### src/rtl/uart_arb_pkg.sv
// uart_arb_pkg: shared FSM state type and grant-width helper for the UART TX arbiter
package uart_arb_pkg;
  typedef enum logic [2:0] {IDLE, ISSUE, WAIT_BUSY, WAIT_DONE, GAP} arb_state_t;
  function automatic int GRANT_W(input int n);
    return (n > 1) ? $clog2(n) : 1;
  endfunction
endpackage

### src/rtl/uart_rr_pick.sv
// uart_rr_pick: rotating priority encoder; when locked only the owner is eligible
module uart_rr_pick #(
  parameter int N = 4,
  parameter int W = 2
) (
  input  logic [N-1:0] req,
  input  logic [W-1:0] ptr,
  input  logic         lock,
  input  logic [W-1:0] owner,
  output logic         hit,
  output logic [W-1:0] sel
);
  always_comb begin
    hit = 1'b0;
    sel = ptr;
    if (lock) begin
      hit = req[owner];
      sel = owner;
    end else begin
      // scan from the far end so the nearest requester at or above ptr wins last
      for (int k = N - 1; k >= 0; k--) begin
        if (req[(int'(ptr) + k) % N]) begin
          hit = 1'b1;
          sel = W'((int'(ptr) + k) % N);
        end
      end
    end
  end
endmodule

### src/rtl/uart_tx_arbiter.sv
// uart_tx_arbiter: packet-locked round-robin sharing of one UART transmitter
module uart_tx_arbiter
  import uart_arb_pkg::*;
#(
  parameter int N_REQ            = 4,
  parameter int INTER_BYTE_DELAY = 100_000,
  parameter int BUSY_WAIT_MAX    = 4
) (
  input  logic                         clk_100M,
  input  logic                         reset_n,
  input  logic [N_REQ-1:0]             req_valid,
  input  logic [N_REQ-1:0][7:0]        req_data,
  input  logic [N_REQ-1:0]             req_last,
  output logic [N_REQ-1:0]             req_ready,
  output logic                         tx_start,
  output logic [7:0]                   tx_data,
  input  logic                         tx_busy,
  output logic [GRANT_W(N_REQ)-1:0]    grant_id,
  output logic                         grant_active
);
  localparam int GW   = GRANT_W(N_REQ);
  localparam int CMAX = (INTER_BYTE_DELAY > BUSY_WAIT_MAX) ? INTER_BYTE_DELAY : BUSY_WAIT_MAX;
  localparam int CW   = $clog2(CMAX) + 1;
  arb_state_t     state;
  logic [CW-1:0]  cnt;
  logic [GW-1:0]  rr_ptr;
  logic [GW-1:0]  sel;
  logic           hit;
  logic           last_q;
  logic           take;
  uart_rr_pick #(.N(N_REQ), .W(GW)) u_pick (
    .req  (req_valid),
    .ptr  (rr_ptr),
    .lock (grant_active),
    .owner(grant_id),
    .hit  (hit),
    .sel  (sel)
  );
  assign take = (state == IDLE) && !tx_busy && hit;
  always_comb begin
    req_ready      = '0;
    req_ready[sel] = take;
  end
  always_ff @(posedge clk_100M or negedge reset_n) begin
    if (!reset_n) begin
      state        <= IDLE;
      tx_start     <= 1'b0;
      tx_data      <= '0;
      grant_id     <= '0;
      grant_active <= 1'b0;
      rr_ptr       <= '0;
      last_q       <= 1'b0;
      cnt          <= '0;
    end else begin
      case (state)
        IDLE: if (take) begin
          tx_data      <= req_data[sel];
          grant_id     <= sel;
          last_q       <= req_last[sel];
          grant_active <= 1'b1;
          tx_start     <= 1'b1;
          state        <= ISSUE;
        end
        ISSUE: begin
          tx_start <= 1'b0;
          cnt      <= '0;
          state    <= WAIT_BUSY;
        end
        // a transmitter that never raises busy is treated as having sent the byte
        WAIT_BUSY: if (tx_busy) state <= WAIT_DONE;
          else if (int'(cnt) + 1 >= BUSY_WAIT_MAX) begin
            cnt   <= '0;
            state <= GAP;
          end else cnt <= cnt + 1'b1;
        WAIT_DONE: if (!tx_busy) begin
          cnt   <= '0;
          state <= GAP;
        end
        GAP: if (int'(cnt) + 1 >= INTER_BYTE_DELAY) begin
          state <= IDLE;
          if (last_q) begin
            grant_active <= 1'b0;
            rr_ptr       <= (int'(grant_id) == N_REQ - 1) ? '0 : grant_id + 1'b1;
          end
        end else cnt <= cnt + 1'b1;
        default: state <= IDLE;
      endcase
    end
  end
endmodule

### config.mk
export PLATFORM = sky130hd
export DESIGN_NAME = uart_tx_arbiter
export DESIGN_NICKNAME = d
export VERILOG_FILES = /design/src/rtl/uart_arb_pkg.sv /design/src/rtl/uart_rr_pick.sv /design/src/rtl/uart_tx_arbiter.sv
export SDC_FILE = /design/constraint.sdc
export NUM_CORES = 1
export LEC_CHECK = 0
export CORE_MARGIN = 4
export CORE_UTILIZATION = 30
export DETAILED_ROUTE_END_ITERATION = 6
export HOLD_SLACK_MARGIN = 0.02
export PLACE_DENSITY = 0.6
export SYNTH_ARGS = -nofsm -noshare
export SYNTH_HDL_FRONTEND = slang
export SYNTH_SLANG_ARGS = --single-unit
### constraint.sdc
create_clock -name clk_100M -period 2.5 [get_ports clk_100M]
set_input_delay 0.25 -clock clk_100M [delete_from_list [all_inputs] [get_ports clk_100M]]
set_output_delay 0.25 -clock clk_100M [all_outputs]
set_load 0.005 [all_outputs]
# ---- Word-level counts from Yosys, hierarchy flattened
# Index checks and enable logic that the tools add are counted.
dict set report totals {
  ff_bits 36
  input_bits 43
  out_inout_bits 16
  word_cells 102
}
dict set report classes {
  n_addsub 6
  n_lt_le_gt_ge 9
  eq_ne 12
  muxes 46
  bitwise_logic 4
  reduce_logical 17
}
# op n
set ops {}
lappend ops {{18-bit two-way mux} 4}
lappend ops {{18-bit one-hot mux with 4 select lines} 1}
lappend ops {{32-bit by 4-bit greater-or-equal comparator with 1-bit output, second input constant} 1}
lappend ops {{18-bit by 1-bit adder with 19-bit output, second input constant} 1}
lappend ops {{19-bit by 17-bit greater-or-equal comparator with 1-bit output, second input constant} 1}
lappend ops {{18-bit by 1-bit adder with 18-bit output, second input constant} 1}
lappend ops {{1-bit two-way mux} 18}
lappend ops {{8-bit binary-select mux with 2-bit select} 1}
lappend ops {{3-bit two-way mux} 5}
lappend ops {{3-bit one-hot mux with 5 select lines} 1}
lappend ops {{1-bit binary-select mux with 2-bit select} 6}
lappend ops {{3-bit by 4-bit less-than comparator with 1-bit output, second input constant} 3}
lappend ops {{2-bit two-way mux} 6}
lappend ops {{2-bit != test, second input constant} 6}
lappend ops {{4-bit AND reduction} 3}
lappend ops {{2-bit by 3-bit less-than comparator with 1-bit output, second input constant} 3}
lappend ops {{8-bit two-way mux} 1}
lappend ops {{3-bit by 2-bit equality test with 1-bit output, second input constant} 2}
lappend ops {{2-bit OR reduction} 3}
lappend ops {{2-bit by 1-bit adder with 2-bit output, second input constant} 2}
lappend ops {{2-bit adder, second input constant} 2}
lappend ops {{4-bit bitwise AND} 1}
lappend ops {{1-bit one-hot mux with 2 select lines} 2}
lappend ops {{2-bit AND reduction} 2}
lappend ops {{other kinds (13)} 18}

# ---- Depth between registers and ports, before layout
# Gate-level depths: netlist (run 1).
dict set report depth {
  word_depth 16
  ltp_mapped 12
  mapped_depth_nobuf 9
}

# ---- By module
# A second synthesis (run 1) with hierarchy kept.
dict set report hier_totals {
  hier_cells 269
  area_unflattened_um2 2558.7
}
# module n_inst cells_each area_each_um2 seq_area_each_um2
set by_module_without_submodules {}
lappend by_module_without_submodules {uart_tx_arbiter 1 248 2404.8 900.9}
lappend by_module_without_submodules {uart_rr_pick 1 21 153.9 0.0}

# ---- Worst setup path before layout (run 1)
# Ideal clock, no wire load.
dict set report synth_timing {
  path_type {register -> register}
  startpoint {register cnt[4]}
  endpoint {register cnt[12]}
  setup_ps 92
  arrival_ps 2481
  required_time_ps 2408
  setup_slack_ps -73
  path_stages_with_launch 12
  n_path_buf 3
  synth_period_minus_slack_ps 2573
  path_cell_list {dfrtp_1 -> buf_4 -> nand4_2 -> buf_6 -> nor4_1 -> xnor2_1 -> nor4b_2 -> nand4_2 -> and2_1 -> or2_4 -> buf_6 -> o31ai_2}
}
dict set report synth_via {
  elab_chain_len 5
  elab_cells_between_ends 10
  classes_between {add/sub: 2; order compare: 2; eq/ne: 1; mux: 4; reduce/logical: 1}
}
# element line
set synth_lines {}
lappend synth_lines {{from (decl)} uart_tx_arbiter.sv:25} ;# logic [CW-1:0] cnt;
lappend synth_lines {{from (signal assigned)} uart_tx_arbiter.sv:74} ;# end else cnt <= cnt + 1'b1;
lappend synth_lines {{from (signal assigned)} uart_tx_arbiter.sv:85} ;# end else cnt <= cnt + 1'b1;
lappend synth_lines {{18-bit by 1-bit adder with 19-bit output} {uart_tx_arbiter.sv:71, uart_tx_arbiter.sv:79}}
lappend synth_lines {{32-bit by 4-bit greater-or-equal comparator with 1-bit output} uart_tx_arbiter.sv:71} ;# else if (int'(cnt) + 1 >= BUSY_WAIT_MAX) begin
lappend synth_lines {{18-bit two-way mux} uart_tx_arbiter.sv:71}
lappend synth_lines {{18-bit two-way mux} uart_tx_arbiter.sv:70} ;# WAIT_BUSY: if (tx_busy) state <= WAIT_DONE;
lappend synth_lines {{18-bit one-hot mux with 4 select lines} uart_tx_arbiter.sv:55} ;# case (state)
# Parallel ways exist; a longest one is shown, timed or not. The select of a mux whose other input is x is not followed.
# A chain may end at the register's enable or synchronous reset.

# ---- Worst setup path in the final report (run 1)
dict set report layout_timing {
  startpoint {register cnt[0]}
  endpoint {register cnt[8]}
}
# The elaborated chain is that of the path after synthesis.

==> results of run 1 <==
## what timing repair did
item / 4_1_cts / 5_1_grt
pin swaps: 2 / 14
hold endpoints to repair: 0 / 0
resized for setup: 23 / 16
buffers inserted: 3 / 10
setup endpoints to repair: 14 / 16
## stage by stage
| stage | worst slack [ps] | utilization, % |
|---|---|---|
| 2_1_floorplan | 11.0 | - |
| 3_3_place_gp | -70.3 | 43.7 |
| 3_5_place_dp | -102 | 43.7 |
| 4_1_cts | 6.52 | 46.0 |
| 5_1_grt | -98.5 | 47.5 |
| 6_report | -13.3 | 47.5 |
## cells by family (layout without fill, tap and decap cells)
group           Yosys count  count (layout)  synth area share (%)
compound gates           73              73                  20.3
xor+xnor                  2               2                 0.661
fa+ha+maj                 3               3                  1.42
buf+inv                  27             153                  5.34
flops                    36              36                  34.0
mux                      40              40                  16.1
simple gates            101             101                  22.2
## Yosys cell counts (all sizes together) (3+ instances only)
cell / n / area share (%)
mux2: 11 / 4.7
dfrtp: 36 / 34
nand3: 10 / 1.9
and2: 4 / 1.0
mux2i: 28 / 11
o21bai: 3 / 0.85
nand4: 10 / 2.8
ha: 3 / 1.4
nor2: 16 / 2.3
nand2b: 3 / 0.71
nor4: 7 / 2.7
nor3: 6 / 1.3
a21o: 4 / 1.1
nand2: 28 / 4.1
a211oi: 3 / 0.85
a21oi: 12 / 2.3
a2bb2oi: 5 / 1.7
clkbuf: 8 / 1.1
inv: 9 / 1.3
or3: 4 / 0.94
buf: 10 / 2.9
o31ai: 9 / 3.5
a22o: 3 / 0.99
o21ai: 16 / 3.0
## power groups by stage
| stage | Combinational [W] | Clock, W | Sequential (W) |
|---|---|---|---|
| finish | 0.00187 | 0.000420 | 0.000812 |
| global route | 0.00202 | 0.000466 | 0.000833 |
| CTS | 0.00175 | 0.000443 | 0.000813 |
| detailed placement | 0.00170 | 0 | 0.000826 |
| global placement | 0.00168 | 0 | 0.000819 |
| floorplan | 0.000899 | 0 | 0.000836 |
## worst paths after layout
kind | from | endpoint | slack (ps) | depth (start not counted)
setup / recovery | cnt[0] | cnt[8] | -10 | 11
hold / removal | reset_n | grant_id[1] | 50 | 1
setup reg to reg | cnt[0] | cnt[8] | -10 | 11
hold reg to reg | cnt[16] | cnt[16] | 490 | 2
max in group asynchronous | reset_n | cnt[2] | 1850 | 1
min in group clk_100M | cnt[16] | cnt[16] | 490 | 2
## worst max-delay path, cell delays in order, from the launching register on
cell and delay, ps:
dfrtp_2 440, buf_4 150, nand2_2 140, buf_6 160, nor3_2 60, buf_4 140, or3_1 330, nand3_1 130
nand4_2 120, and2_4 160, or2_4 320, o41ai_2 240
## flip-flops by register name, summed over array words and instances, names as in the netlist
name	flops
last_q	1
tx_data	8
rr_ptr	2
grant_active	1
state	3
grant_id	2
cnt	18
tx_start	1
## layout make-up
type | instances | area [um^2] | area share [%]
multi-input combinational | 219 | 1740 | 42.5
timing repair buffer | 136 | 1190 | 29.1
sequential | 36 | 908 | 22.2
tap | 108 | 135 | 3.30
clock buffer | 5 | 68.8 | 1.68
inverter | 9 | 33.8 | 0.824
clock inverter | 3 | 18.8 | 0.458
## layer usage
layer  track usage [%]  share of wire (%)
met1              20.3                 43
met2              26.4                 52
met3              2.39                3.3
met4              6.05                1.9
met5                 0                  0
==> results by group, run 1 <==
Outcome
  – Status: complete, but fails checks
  – Failing checks: negative setup slack

Floorplanning
  – Die width: 102 um
  – Initial Util: 30.7%
  – Die Y: 102 um
  – Die area: 10400 um^2
  – # rows: 34
  – I/O pin cnt: 59
  – Core area: 8640 um^2

Final layout
  – Final-layout fill cell count: 809
  – Commonest non-fill, non-tap cell in the layout: buf_4
  – Fin area: 4100 um^2
  – Commonest cells after routing, fill and taps aside: 72 x buf_4, 53 x clkdlybuf4s50_1, 30 x dfrtp_1
  – Total Nets Final: 453
  – ANT cells: 0
  – Layout cells sized above 1: 35.5%
  – Area Overhead vs Synth: 54.7%
  – Fin cells: 516

Power and ir drop
  – Int Power: 0.00195 W
  – Switching share of power: 37.2%
  – Pwr Total: 0.00310 W
  – Leak: 1.75 nW
  – Comb pwr share: 60.3%
  – Psw: 0.00115 W
  – Worst vdd ir: 0.000349 V
  – Share of power burned in registers: 26.2%
  – Power Dens Cells: 757 nW/um^2
  – Clk pwr share: 13.6%

Place
  – Detailed placement HPWL: 6120 um
  – Port buffer count: 58
  – RePlAce Congestion: 0.876
  – Post-DP Area: 3780 um^2
  – Placed insts: 495

Clock tree
  – H-tree levels: 2
  – Clk slew on worst S/H paths: 80 ps
  – CTS tree: yes
  – Clock Root Buffer: clkbuf_8
  – # hold bufs at CTS: 0
  – Sink Count: 36
  – Total CTS buffers: 5
  – Clock latency on the worst-skew pair: 300 ps
  – CTS Buffer Depth: 2

Drt
  – Routed wire length: 8210 um
  – Via count: 2719
  – WL/cell: 15.9 um
  – ANT nets after route: 0
  – Drt drc: 0
  – DRT iter0 DRCs: 122
  – First-pass DRT Iterations: 4
  – DR vias/cell: 5.27

Critical path
  – Worst Path Required: 2680 ps
  – CP Data Arrival Time: 2700 ps
  – Critical path endpoint category: flip-flop
  – Worst-path fanout max: 12
  – Startpoint Class: flip-flop
  – Crit Path Category: reg -> reg

Timing
  – Relative slew slack: 43.8%
  – Unrepaired setup endpoints after global routing: yes
  – Final worst path period share: 101%
  – Fin crit period: 2510 ps
  – Final Hold Vio Count: 0
  – Final setup viols: 1
  – Worst Hold Margin: 54.4 ps
  – Worst clock skew: 14.6 ps
  – Final slew viol count: 0
  – Max Fclk: 0.398 GHz
  – Least-Margin Pin Slew: 844 ps
  – Final TNS setup: -13.3 ps
  – Worst Slack Setup Final: -13.3 ps

Synthesis
  – Syn_nets: 328
  – Post-synth EDFFs: 0
  – Mapped cell area: 2650 um^2
  – Seq cells post-synth: 36
  – Syn Area/Cell: 9.39 um^2
  – Ys Warns: 0
  – Syn Inst Count: 282
  – Sequential area share after synthesis: 34.0%
  – Async set or reset register ratio after synthesis: 100%
  – Yosys cell types: 62
  – Post-synth top flop: dfrtp_1

Hold path
  – Hold crit path type: in -> async

GRT
  – Total GRT Usage: 15.7%
  – Final global-route overflow total: 0
  – Largest net degree at the start of global routing: 37
  – Vias in the first global route: 2731
  – First-pass GRT wire length: 13200 um
  – Initial antenna violation count: 0

Flow run
  – Max_cap viols: 0
Power figures use the tool's default switching activity.
==> run 2, diff against run 1 <==
- CTS_BUF_LIST: unset -> sky130_fd_sc_hd__clkbuf_8
==> results of run 2 <==
Final layout, timing and power as in run 1 (identical DEF).
